### src/rtl/adau_init_sequencer.sv
// Walks a synchronous command ROM after a start pulse and turns WRITE entries into
// 32-bit ADAU SPI frames on a valid/ready stream; DELAY entries stall, END finishes.
module adau_init_sequencer #(
  parameter logic [6:0] CHIP_ADDR = 7'h00,
  parameter int         ROM_AW    = 6,
  parameter int         TIMEOUT   = 1000000
) (
  input  logic              Clk,
  input  logic              reset,
  input  logic              start,
  output logic [ROM_AW-1:0] rom_addr,
  input  logic [31:0]       rom_data,
  output logic [31:0]       data_out,
  output logic              valid,
  input  logic              ready,
  output logic              busy,
  output logic              done,
  output logic              error,
  output logic [1:0]        error_code,
  output logic [ROM_AW:0]   frames_sent
);

  localparam int TW = $clog2(TIMEOUT + 1);
  localparam logic [ROM_AW:0] FS_MAX = {1'b1, {ROM_AW{1'b0}}};

  typedef enum logic [2:0] {IDLE, FETCH, DECODE, SEND, WAIT, DONE, ERROR} state_t;

  state_t         state, next_state;
  logic [23:0]    delay_cnt;
  logic [TW-1:0]  timeout_cnt;
  logic [1:0]     opcode;
  logic           last_entry;
  logic           timed_out;
  logic           unused_rom_bits;

  assign opcode          = rom_data[31:30];
  assign last_entry      = &rom_addr;
  assign timed_out       = !ready && (timeout_cnt == TW'(TIMEOUT - 1));
  assign unused_rom_bits = ^rom_data[29:24];

  always_ff @(posedge Clk or posedge reset) begin
    if (reset) state <= IDLE;
    else       state <= next_state;
  end

  always_comb begin
    next_state = state;
    case (state)
      IDLE, DONE, ERROR: if (start) next_state = FETCH;
      FETCH:             next_state = DECODE;
      DECODE: begin
        case (opcode)
          2'b00: next_state = SEND;
          2'b01: begin
            if (rom_data[23:0] != 24'd0) next_state = WAIT;
            else                         next_state = last_entry ? DONE : FETCH;
          end
          2'b10:   next_state = DONE;
          default: next_state = ERROR;
        endcase
      end
      SEND: begin
        // A ready coinciding with the timeout still completes the handshake.
        if (ready)          next_state = last_entry ? DONE : FETCH;
        else if (timed_out) next_state = ERROR;
      end
      WAIT:    if (delay_cnt == 24'd1) next_state = last_entry ? DONE : FETCH;
      default: next_state = IDLE;
    endcase
  end

  always_comb begin
    busy  = 1'b0;
    done  = 1'b0;
    error = 1'b0;
    case (state)
      FETCH, DECODE, SEND, WAIT: busy  = 1'b1;
      DONE:                      done  = 1'b1;
      ERROR:                     error = 1'b1;
      default: ;
    endcase
  end

  always_ff @(posedge Clk or posedge reset) begin
    if (reset) begin
      rom_addr    <= '0;
      data_out    <= '0;
      valid       <= 1'b0;
      error_code  <= 2'b00;
      frames_sent <= '0;
      delay_cnt   <= '0;
      timeout_cnt <= '0;
    end else begin
      case (state)
        IDLE, DONE, ERROR: begin
          if (start) begin
            rom_addr    <= '0;
            frames_sent <= '0;
            error_code  <= 2'b00;
          end
        end
        DECODE: begin
          case (opcode)
            2'b00: begin
              data_out    <= {CHIP_ADDR, 1'b0, rom_data[23:8], rom_data[7:0]};
              valid       <= 1'b1;
              timeout_cnt <= '0;
            end
            2'b01: begin
              if (rom_data[23:0] != 24'd0) delay_cnt <= rom_data[23:0];
              else if (!last_entry)        rom_addr  <= rom_addr + ROM_AW'(1);
            end
            2'b11:   error_code <= 2'b10;
            default: ;
          endcase
        end
        SEND: begin
          if (ready) begin
            valid <= 1'b0;
            if (frames_sent != FS_MAX) frames_sent <= frames_sent + (ROM_AW+1)'(1);
            if (!last_entry)           rom_addr    <= rom_addr + ROM_AW'(1);
          end else if (timed_out) begin
            valid      <= 1'b0;
            error_code <= 2'b01;
          end else begin
            timeout_cnt <= timeout_cnt + TW'(1);
          end
        end
        WAIT: begin
          delay_cnt <= delay_cnt - 24'd1;
          if (delay_cnt == 24'd1 && !last_entry) rom_addr <= rom_addr + ROM_AW'(1);
        end
        default: ;
      endcase
    end
  end

endmodule

### config.mk
export PLATFORM = sky130hd
export DESIGN_NAME = adau_init_sequencer
export DESIGN_NICKNAME = d
export VERILOG_FILES = /design/src/rtl/adau_init_sequencer.sv
export SDC_FILE = /design/constraint.sdc
export NUM_CORES = 1
export LEC_CHECK = 0
export CAP_MARGIN = 20
export CORE_MARGIN = 2
export CORE_UTILIZATION = 53
export CTS_CLUSTER_SIZE = 28
export DETAILED_ROUTE_END_ITERATION = 8
export PLACE_DENSITY = 0.84
export SLEW_MARGIN = 10
export SYNTH_ARGS = -nofsm -noshare
export SYNTH_HDL_FRONTEND = slang
export SYNTH_SLANG_ARGS = --single-unit
### constraint.sdc
create_clock -name Clk -period 3.1 [get_ports Clk]
set_input_delay 0.62 -clock Clk [delete_from_list [all_inputs] [get_ports Clk]]
set_output_delay 0.62 -clock Clk [all_outputs]
set_load 0.1 [all_outputs]
---- Word-level counts from Yosys, hierarchy flattened ----
Cells that the tools add are included.
storage, ports and cells
  register bits after elaboration ......... 87
  latch bits .............................. 0
  memory bits (writable) .................. 0
  memory bits (read-only) ................. 0
  input port bits ......................... 36
  output and inout bits ................... 51
  logic and storage cells ................. 99
  memories kept ........................... 0
operators by class
  add/subtract/negate cells ............... 4
  multiply operators ...................... 0
  div/mod/pow operators ................... 0
  $lt $le $gt $ge ......................... 0
  equal/unequal tests ..................... 26
  shift operators ......................... 0
  multiplexer cells ....................... 38
  bitwise operators ....................... 0
  reduce and logical (&&, ||, !) cells .... 23
operator list
  kind                                                                  number
  20-bit 2-to-1 mux                                                     3
  24-bit 2-to-1 mux                                                     2
  24-bit one-hot mux with 2 select lines                                1
  20-bit one-hot mux with 2 select lines                                1
  6-bit 2-to-1 mux                                                      6
  24-bit by 1-bit == test with 1-bit output, second input constant      1
  6-bit one-hot mux with 4 select lines                                 1
  24-bit nonzero test                                                   1
  24-bit by 1-bit subtractor with 24-bit output, second input constant  1
  7-bit 2-to-1 mux                                                      3
  20-bit by 1-bit adder with 20-bit output, second input constant       1
  20-bit == test, second input constant                                 1
  2-bit inequality test, second input constant                          10
  3-bit 2-to-1 mux                                                      6
  3-bit one-hot mux with 5 select lines                                 1
  7-bit one-hot mux with 2 select lines                                 1
  6-bit AND reduction                                                   2
  3-bit == test, second input constant                                  3
  3-bit one-hot mux with 3 select lines                                 1
  3-bit AND reduction                                                   3
  2-bit 2-to-1 mux                                                      4
  4-bit AND reduction                                                   2
  7-bit by 1-bit adder with 7-bit output, second input constant         1
  7-bit inequality test, second input constant                          1
  21 further kinds                                                      34

---- Logic depth before layout (Yosys ltp) ----
Gate-level depths: netlist of the first run.
  word-level depth ........................ 5
  gate-level depth with buffers ........... 8
  mapped depth without buffers ............ 7

---- Least setup slack after synthesis of the first run ----
OpenSTA, ideal clock, no wires.
  kind .................................... reg-to-output
  start point ............................. register state[1]
  end point ............................... output port done
  arrival time ............................ 2,650 ps
  path slack .............................. -170 ps
  stages on the path, launching flop included .. 3
  path buffers ............................ 1
  path through ............................ dfrtp_1 -> buf_2 -> nor3_1
on the way
  longest elaborated chain between the ends .. 2
RTL lines
  element                   RTL line  RTL
  start: declaration        28        state_t state, next_state;
  start signal: assignment  43        else state <= next_state;
  3-bit == test             76        case (state)
  1-bit 2-to-1 mux          76
  end: declaration          17        output logic done,
No other way between the ends.

---- Worst setup path in the final report of the first run ----
  start point ............................. register state[0]
  end point ............................... output port busy
on the way
  longest elaborated chain between the ends .. 3
RTL lines
  element                                                                 RTL line  RTL
  3-bit by 1-bit == test with 1-bit output, or another cell as far along  76
  4-bit OR reduction *                                                    76
  1-bit 2-to-1 mux *                                                      76
  end: declaration                                                        16        output logic busy,
Every way passes the cells marked *; elsewhere a longest branch is shown, timed or not.

==> results.txt, run 1 <==
* Root buffer cell: clkbuf_8
- Flop and latch count out of synthesis: 87
- Top-area cell type share of the netlist area: ~44%
- DRT iter0 DRCs: 282
- Final critical path time including I/O delays and setup: around 2500 ps
* Total power divided by cell area: 1070 nW/um2
* FFs w/ async S/R, synth: 100%
- After clock tree synthesis, the clock-pin slew on the worst setup and hold paths is ~110 ps.
* Area enclosed by the die boundary: 10200 um2
* Floorplan row count: 35
* Top cells by area in the synthesized netlist: dfrtp_1, nand2_1, o21ai_0, a21oi_1, nor2_1
- Static leakage: 2.66 nW
- Number of vias after detailed routing: 4729
* Global-route wire length before repair: 20900 um
- Sort of element at the start of the critical path: flop
* Startpoint of the worst register-to-register path: delay_cnt[11]
* Slew at the pin with the worst max-slew slack: 682 ps
* Number of pins with negative max-slew slack in the final report: 0
- Arrival time worst endpoint: 1900 ps
- Most frequently used flop master after synthesis: dfrtp_1
* Bufs on Longest Clock Path: 2
- After legalization and detailed placement, the total HPWL measured 9310 um.
* Result of the run: complete, no violations
- After detailed routing, the number of remaining DRC violations is 0.
* Area growth syn-to-layout: 19.5%
* Fin cells: 763
- The setup check on the worst reg-to-reg path leaves a slack of 700 ps.
- Type of element capturing the critical path: primary output
- For this design, the CTS-stage hold fixing added 0 buffers.
* Cell type of the slowest stage on the worst timing path: dfrtp_1
- Share of the yosys chip area belonging to registers: 43.8%
- Counting cells, the worst reg-to-reg path comes to 5.
* Maximum number of pins on one net before global-route repair: 43
- Initial core utilization: 54.4%
- Dividing the detail-routed via count by the number of cells gives 6.20.
- Endpoint with the worst hold slack: data_out[14]
- Port Buf Inserts: a little over 70
- Design Power: 6.34 mW
- Final routed wirelength across all metal layers: 13000 um
- Cells with a size suffix above 1 make up 15.6% of the layout.
* Required time at the worst-slack endpoint: 2480 ps
* First-pass detailed-route iteration total: 5
- The die is 101 um wide.
- In this run the post-CTS setup repair buffer count came out at 0.
* Number of gates resized after cts: 0
* Synth area leader: dfrtp_1
* H-tree Lvls: 3
* Crit path largest cell delay: ~730 ps
* Number of antenna violations at the first check in global routing: 0
* Worst hold-check path type: flop to flop
* Final worst path period share: 81.3%
- For this run, the post-layout net count is 693.
- The clock drives 87 sinks.
- During synthesis, Yosys emitted a total of 0 warnings.
- CTS Buf Count: 9
- Clock network latency to the later pin of the worst-skew pair: 370 ps
- Setup violations remaining at the end of the flow were counted as 0.
* Number of instances on the worst hold path: 2
- Post-placement cell count: between 700 and 800
- RR Endpoint: rom_addr[4]
- The number of hold violations in the final report is 0.
- Number of inserted diodes: 0
- Yosys mapped the design onto 67 distinct sky130hd cell types.
* Global router's overall resource usage: about a quarter
- The critical path is of the flop to primary output type.
- In this run the most critical hold path is launched from data_out[14].
- Dividing the detail-routed wire length by the instance count gives 17.0 um.
- Peak VDD IR: about 1.3 mV
- The via count of the first global-routing pass was 4275.
* EDFF count, synth: 0
- The congestion estimate from routability-driven global placement came to ~0.88.
* Post-Syn Area per Cell: 8.70 um2
- In this run the tightest slew margin relative to its limit is 54.5%.
- Max FO, Critical Path: 18
* Setup repair after global routing missed its margin: false
* Number of I/O pins: 87
- The core region is 9150 um2.
* Cell area after synthesis: 4970 um2
* Worst Clk Skew: roughly 9.4 ps
- Walking the worst path, the cells encountered are inv_1 > a21oi_1 > nor2_1 > buf_4.
* DRT antenna net count: 0
* Synthesized instance count: 572
- Adding up every negative setup slack in the final design gives 0 ps.
- Summed over all layers, the global routing overflow is 0.
- TritonCTS clock tree: built
* Reported max-cap violation count: 0
- Upper clock frequency limit: 397 MHz
- Measured along the y axis, the die boundary spans 101 um.
-- kinds of logic after synthesis --
logic type | Yosys count | share of synthesized area, %
compound gates | 152 | 20.3
xor+xnor | 5 | 0.880
fa+ha+maj | 10 | 2.52
buf+inv | 50 | 4.45
flops | 87 | 43.8
mux | 9 | 1.89
other cells | 1 | 0.0754
simple gates | 258 | 26.1
-- layer usage --
metal	up-vias	GRT usage [%]	wire (um)
li1	2223	-	-
met4	0	7.69	345
met1	2281	33.6	5290
met3	30	4.37	897
met2	195	44.0	6460
met5	-	0	0
-- cell type report --
type | count | area (um2)
Sequential cell | 87 | 2180
Multi-Input combinational cell | 442 | 2610
Timing Repair Buffer | 91 | 756
Clock inverter | 7 | 75.1
Clock buffer | 9 | 124
Tap cell | 111 | 139
Fill cell | 750 | 3210
Inverter | 16 | 61.3
-- worst max path at each step --
stage | from | end | slack (ps) | cells after the start
finish | state[0] | busy | 580 | 4
global route | state[0] | done | 400 | 3
CTS | state[0] | busy | 600 | 4
detailed placement | rom_data[8] | rom_addr[5] | 240 | 7
global placement | rom_data[8] | rom_addr[5] | 310 | 7
floorplan | reset | data_out[0] | 230 | 1
-- synth_stat cells, types with 9 or more instances --
cell	instances
a21oi_1	33
and3_1	9
clkbuf_1	23
dfrtp_1	87
ha_1	10
inv_1	16
nand2_1	109
nand3_1	18
nor2_1	38
nor3_1	12
nor4_1	16
o21ai_0	40
-- stage by stage --
stage | util (%) | setup slack (ps) | hold slack [ps] | instance area [um2]
3_5_place_dp | 62.8 | 236 | 464 | 5750
4_1_cts | 64.9 | 605 | 491 | 5940
3_3_place_gp | 62.8 | 312 | 463 | 5750
5_1_grt | 64.9 | 404 | 515 | 5940
6_report | 64.9 | 580 | 488 | 5940
2_1_floorplan | - | 230 | 437 | 5010
-- power by group --
part | switching (mW) | internal [mW] | leakage, nW
sequential | 0.427 | 1.52 | 1.12
clock | 0.497 | 0.320 | 0.0985
combinational | 2.63 | 0.945 | 1.44
-- worst max-delay path, delay by kind of cell (launching register included) --
kind | cells | cell delay (ps)
buf+inv | 2 | 530
compound gates | 1 | 200
simple gates | 1 | 70
flops | 1 | 730
-- flip-flops by register name, summed over array words and instances (netlist names) --
register,flops
data_out,24
delay_cnt,24
timeout_cnt,20
frames_sent,7
rom_addr,6
state,3
error_code,2
valid,1
-- cells in the final DEF, fill, tap and decap left out, types with 7 or more instances in the layout --
master,instances
nand2_1,109
dfrtp_1,87
buf_4,62
o21ai_0,40
nor2_1,38
a21oi_1,33
clkdlybuf4s50_1,29
nand3_1,18
nor4_1,16
inv_1,15
nor3_1,11
ha_1,10
and3_1,9
clkbuf_8,9
a31oi_1,8
or3_1,8
nor2b_1,8
conb_1,8
o2bb2ai_1,7
(Power assumes the default switching activity.)
==> run 2: changes to the inputs <==
Clock period 3.1 ns to 2.5 ns, I/O delays scaled along.
==> results.txt, run 2 (synthesized netlist as in run 1, its figures left out) <==
- The run finished with clean final reports.
* Placed cell area: 6110 um2
* Number of pins with negative max-slew slack in the final report: 0
- Static leakage: 2.88 nW
* Required time at the worst-slack endpoint: about 2800 ps
- For this design the ratio of total power to cell area is 1300 nW/um2.
- Summed over all nets, the half-perimeter wirelength after detailed placement is 10000 um.
- In this run the register-to-register setup slack is 250 ps.
- Measured along the y axis, the die boundary spans ~100 um.
- CTS built an H-tree with a depth of 3.
- The library cells used most frequently in the layout, excluding fill and tap cells, are nand2_1, buf_4, dfrtp_1.
- Start point of the critical path: rom_data[5]
* Most common cell after layout, fill and taps aside: nand2_1
* CTS Hold Bufs: 0
- First-pass detailed-route iteration total: 8
* Setup fix buffers added after clock tree synthesis: 0
- Final critical path time including I/O delays and setup: ~2300 ps
* Number of inserted diodes: 0
- The die covers a little over 10000 um2.
- STA classifies the critical path endpoint as a flop.
* Share of post-route cells with drive strength above 1: ~20%
- Worst Clk Skew: 18.6 ps
- Last weighted congestion value of the routability-driven placer: 0.931
* Worst hold-check path type: flop to flop
- TritonCTS created 9 clock buffers.
* GRT overflow: 0
- STA puts the critical path data arrival time at 2560 ps.
* Clock network latency to the later pin of the worst-skew pair: roughly 370 ps
* Number of antenna violations at the first check in global routing: 0
- Counting cells, the worst reg-to-reg path comes to 6.
* Area growth syn-to-layout: 27.4%
- Critical path capture point: rom_addr[5]
- In this run the tool buffered the top-level ports with ~70 buffer cells.
- Clock tree synthesis found a total of 87 sinks.
- Root buffer cell: clkbuf_8
- Util after Layout: 69.2%
- After detailed routing, the number of remaining DRC violations is 0.
- The count of nets left with antenna violations once routing finished came out at 0.
* Final routed wirelength across all metal layers: 13500 um
* Overall die width: 101 um
- After routing the design area is 6340 um2.
* Number of I/O pins: 87
* Initial core utilization: 54.4%
- The worst register-to-register path begins at state[1].
- The floorplan has 35 rows.
- Post-CTS repair changed the size of 0 cells.
- Setup repair after global routing missed its margin: false
* Hold violation total from the final report: 0
* Largest registers: data_out x24, delay_cnt x24, timeout_cnt x20
* Global router's overall resource usage: 27.5%
- WS Path Type: input pin to flop
- Peak VDD IR: 1.41 mV
- Entering global routing, the biggest net connects 35 pins.
* Final Net Count: roughly 730
- Sort of element at the start of the critical path: input pin
- Total power for the finished layout comes to ~8 mW.
* Max FO, Critical Path: 5
- Clock-pin slew was measured on the worst setup and hold paths at 100 ps.
- At the pin with the least slew margin, the transition time is a little over 600 ps.
- The first global-routing pass estimated 22400 um of wire.
- Final worst path period share: 90.3%
- Remaining max-slew budget at the tightest pin: 58.9%
- Upper clock frequency limit: between 400 and 500 MHz
- TritonCTS built the clock tree.
- Floorplan core area: 9150 um2
- Number of vias after detailed routing: 4925
- Across the run, the number of max-cap violations was 0.
* RR Endpoint: rom_addr[2]
* Number of fill cells in the layout: 727
- After detailed routing, the number of vias per cell comes to roughly 6.2.
- Min Hold Slack: 485 ps
* Via count of the first global-routing pass: 4632
- In the final routed layout, each cell accounts on average for 16.9 um.
- # setup viols final: 0
- In this run, the number of DRC markers left after iteration 0 of detailed routing was 321.
* Bufs on Longest Clock Path: 2
-- run 2: cell types whose count changed in the layout (fill, tap and decap cells not counted), moves of 2 or more --
cell / change
bufinv_16: +2
buf_4: +29
inv_8: -2
buf_12: +7
dfrtp_1: -2
dfrtp_2: +2
-- run 2: routing by layer --
layer | up-vias | share of wire [%] | track usage (%)
met2 | 231 | 50 | 46.3
li1 | 2295 | - | -
met4 | 0 | 3.6 | 11.5
met5 | - | 0 | 0
met3 | 39 | 6.0 | 3.12
met1 | 2360 | 41 | 36.0
-- run 2: how the worst min path moves through the flow --
stage	startpoint	to	slack, ps	depth (start not counted)
global route	data_out[14]	data_out[14]	520	2
global placement	data_out[22]	data_out[22]	460	2
floorplan	timeout_cnt[19]	timeout_cnt[19]	440	1
CTS	data_out[4]	data_out[4]	490	2
detailed placement	data_out[4]	data_out[4]	460	2
finish	data_out[4]	data_out[4]	490	2
-- run 2: stage by stage --
stage	setup slack (ps)	cells	setup TNS (ps)
floorplan	-107	579	-107
global placement	-125	783	-510
detailed placement	-131	783	-688
CTS	248	799	0
global route	90.8	799	0
finish	242	799	0
-- run 2: area by class of cell --
cell class	instances	area (um2)	area share [%]
Sequential cell	87	2180	34.4
Timing Repair Buffer	127	1110	17.6
Multi-Input combinational cell	442	2620	41.3
Clock buffer	9	124	1.95
Clock inverter	7	101	1.60
Tap cell	111	139	2.19
Inverter	16	63.8	1.01
-- run 2: critical path, cell delays in order --
cell and delay (ps):
clkdlybuf4s50_1 430, or4_1 540, nor2_2 190, a311oi_1 150, buf_4 190, nor4b_1 330, mux2i_1 230
-- run 2: where the power goes --
part / internal [mW] / leakage (nW) / total [mW] / switching (mW)
combinational: 1.33 / 1.65 / 4.65 / 3.32
clock: 0.576 / 0.112 / 1.15 / 0.573
sequential: 1.89 / 1.12 / 2.41 / 0.516
==> run 3: changes to the inputs <==
Settings changed: CORE_UTILIZATION 53 to 55, CTS_BUF_LIST set to sky130_fd_sc_hd__clkbuf_8, GPL_TIMING_DRIVEN set to 0, PLACE_DENSITY 0.84 to 0.87.
==> results.txt, run 3 (synthesized netlist as in run 1, its figures left out) <==
- Worst hold-check path type: flop to flop
- DRC viols: 0
- Number of fill cells in the layout: 685
- Max FO, Critical Path: 9
* Final worst path period share: 97.8%
- Setup repair after global routing missed its margin: false
* DP HPWL: 9880 um
* First-pass detailed-route iteration total: 5
- GRT overflow: 0
- CTS saw 87 sinks.
* Buf+Inv Stages, Crit Path: 3
* Via count of the first global-routing pass: between 4000 and 5000
* Total power divided by cell area: between 1000 and 1500 nW/um2
- After floorplanning, the core was divided into 34 placement rows.
* Global router's overall resource usage: about 28%
- Routability-driven placement finished with a final weighted congestion of 0.949.
- The number of clock buffers added by TritonCTS is 9.
- Upper clock frequency limit: between 400 and 500 MHz
* Share of post-route cells with drive strength above 1: 10.6%
* TritonCTS clock tree: built
- Number of vias after detailed routing: 4849
- Required time at the worst-slack endpoint: 2000 ps
- Slew at the pin with the worst max-slew slack: slightly below 1000 ps
- Across the routed clock network, the largest skew measured is 8.96 ps.
* Sum of negative setup slack: 0 ps
* Static leakage: 2.77 nW
* WS Path Type: flop to primary output
* Global-route wire length before repair: 22200 um
- For this block, the initial DRC count from the detailed router was between 200 and 300.
- The clock period could shrink to approximately 2400 ps.
- Bufs on Longest Clock Path: 2
* Number of antenna violations at the first check in global routing: 0
* Clock input transition at the sequential cells of the worst setup and hold paths: ~110 ps
- Number of inserted diodes: 0
- The die covers approximately 9800 um2.
- STA puts the critical path data arrival time at about 2000 ps.
* # setup viols final: 0
- Largest registers: data_out x24, delay_cnt x24, timeout_cnt x20
- The routed design has 13500 um of wire.
- On the critical path the largest part of the delay comes from buffers and inverters.
- Most frequent cells in the layout: nand2_1, dfrtp_1, clkdlybuf4s50_1
* Final Net Count: 709
- Hold violation total from the final report: 0
- Cell type of the slowest stage on the worst timing path: clkdlybuf4s15_2
- On the final layout, the worst hold slack is just under 500 ps.
- DRT antenna net count: 0
* Clock network latency to the later pin of the worst-skew pair: 380 ps
* Most common cell after layout, fill and taps aside: nand2_1
- After detailed routing, the average wire length per cell comes to approximately 17 um.
* Die Span Y: 99.1 um
- The max-slew violation count came to 0.
- Reported max-cap violation count: 0
- On the worst path, the slowest cell contributes a delay of around 580 ps.
- The initial utilization of the core area, before any placement, comes to 56.8%.
* Maximum number of pins on one net before global-route repair: 38
- In this run, post-CTS hold repair placed 0 buffers.
- Result of the run: complete, no violations
- The area growth from synthesis to layout is 24.0%.
* Floorplan core area: 8760 um2
* Crit-path cells: buf_2 > inv_1 > a21oi_1 > nor2_1 > clkdlybuf4s15_2
- H-tree Lvls: 3
- Port Buf Inserts: a little over 70
- Number of I/O pins: 87
* Peak VDD IR: 1.24 mV
- Root buffer cell: clkbuf_8
- STA classifies the critical path endpoint as a primary output.
- The floorplan step set the die width to slightly below 100 um.
* Remaining max-slew budget at the tightest pin: 34.2%
- Vias per std cell: 6.25
- Sort of element at the start of the critical path: flop
-- run 3: layout make-up --
cell class / instances / area [um2] / share of cell area, %
clock buffers: 9 / 124 / 2.01
multi-input cells: 442 / 2660 / 43.1
inverters: 16 / 63.8 / 1.03
flip-flops and latches: 87 / 2180 / 35.3
plain buffers: 33 / 160 / 2.60
well taps: 108 / 135 / 2.19
clock inverters: 7 / 73.8 / 1.20
repair buffers: 74 / 774 / 12.6
-- run 3: routing by layer --
layer / part of all wire, % / GRT usage [%] / vias to the layer above
met4: 2.6 / 11.4 / 0
met1: 41 / 37.0 / 2340
met5: 0 / 0 / -
met3: 7.3 / 4.78 / 30
met2: 50 / 46.3 / 220
li1: - / - / 2259
-- run 3: path summary, 6_finish.rpt --
path	to	startpoint	slack [ps]	cells after the start
max	busy	state[0]	50	5
min	data_out[2]	data_out[2]	490	2
max reg2reg	rom_addr[3]	delay_cnt[11]	130	5
min reg2reg	data_out[2]	data_out[2]	490	2
max in group asynchronous	rom_addr[1]	reset	1180	4
min in group asynchronous	data_out[15]	reset	520	2
-- run 3: metrics by stage --
stage	instances	power, mW	instance area [um2]	worst slack, ps	util, %
6_report	776	7.99	6170	54.4	70.4
5_1_grt	776	8.39	6170	0.0677	70.4
4_1_cts	776	7.96	6120	1.46	69.9
3_5_place_dp	760	6.94	5900	-559	67.3
3_3_place_gp	758	6.81	5860	-518	66.9
2_1_floorplan	579	5.80	5010	-107	-
-- run 3: worst min-delay path, stage by stage, from the launching register on --
cell and delay [ps]:
dfrtp_1 360, nand2_1 50, nand2_1 50
-- run 3: repair_timing --
item / CTS / global route
gates resized for setup: 18 / 20
endpoints found under the setup margin: 20 / 23
buffers inserted: 1 / 0
pin swaps: 1 / 0
-- run 3: where the power goes --
group / internal (mW) / total [mW] / switching, mW / leakage, nW
clock: 0.396 / 1.01 / 0.615 / 0.101
sequential: 1.89 / 2.33 / 0.443 / 1.12
combinational: 1.25 / 4.65 / 3.40 / 1.56
total: 3.53 / 7.99 / 4.46 / 2.77
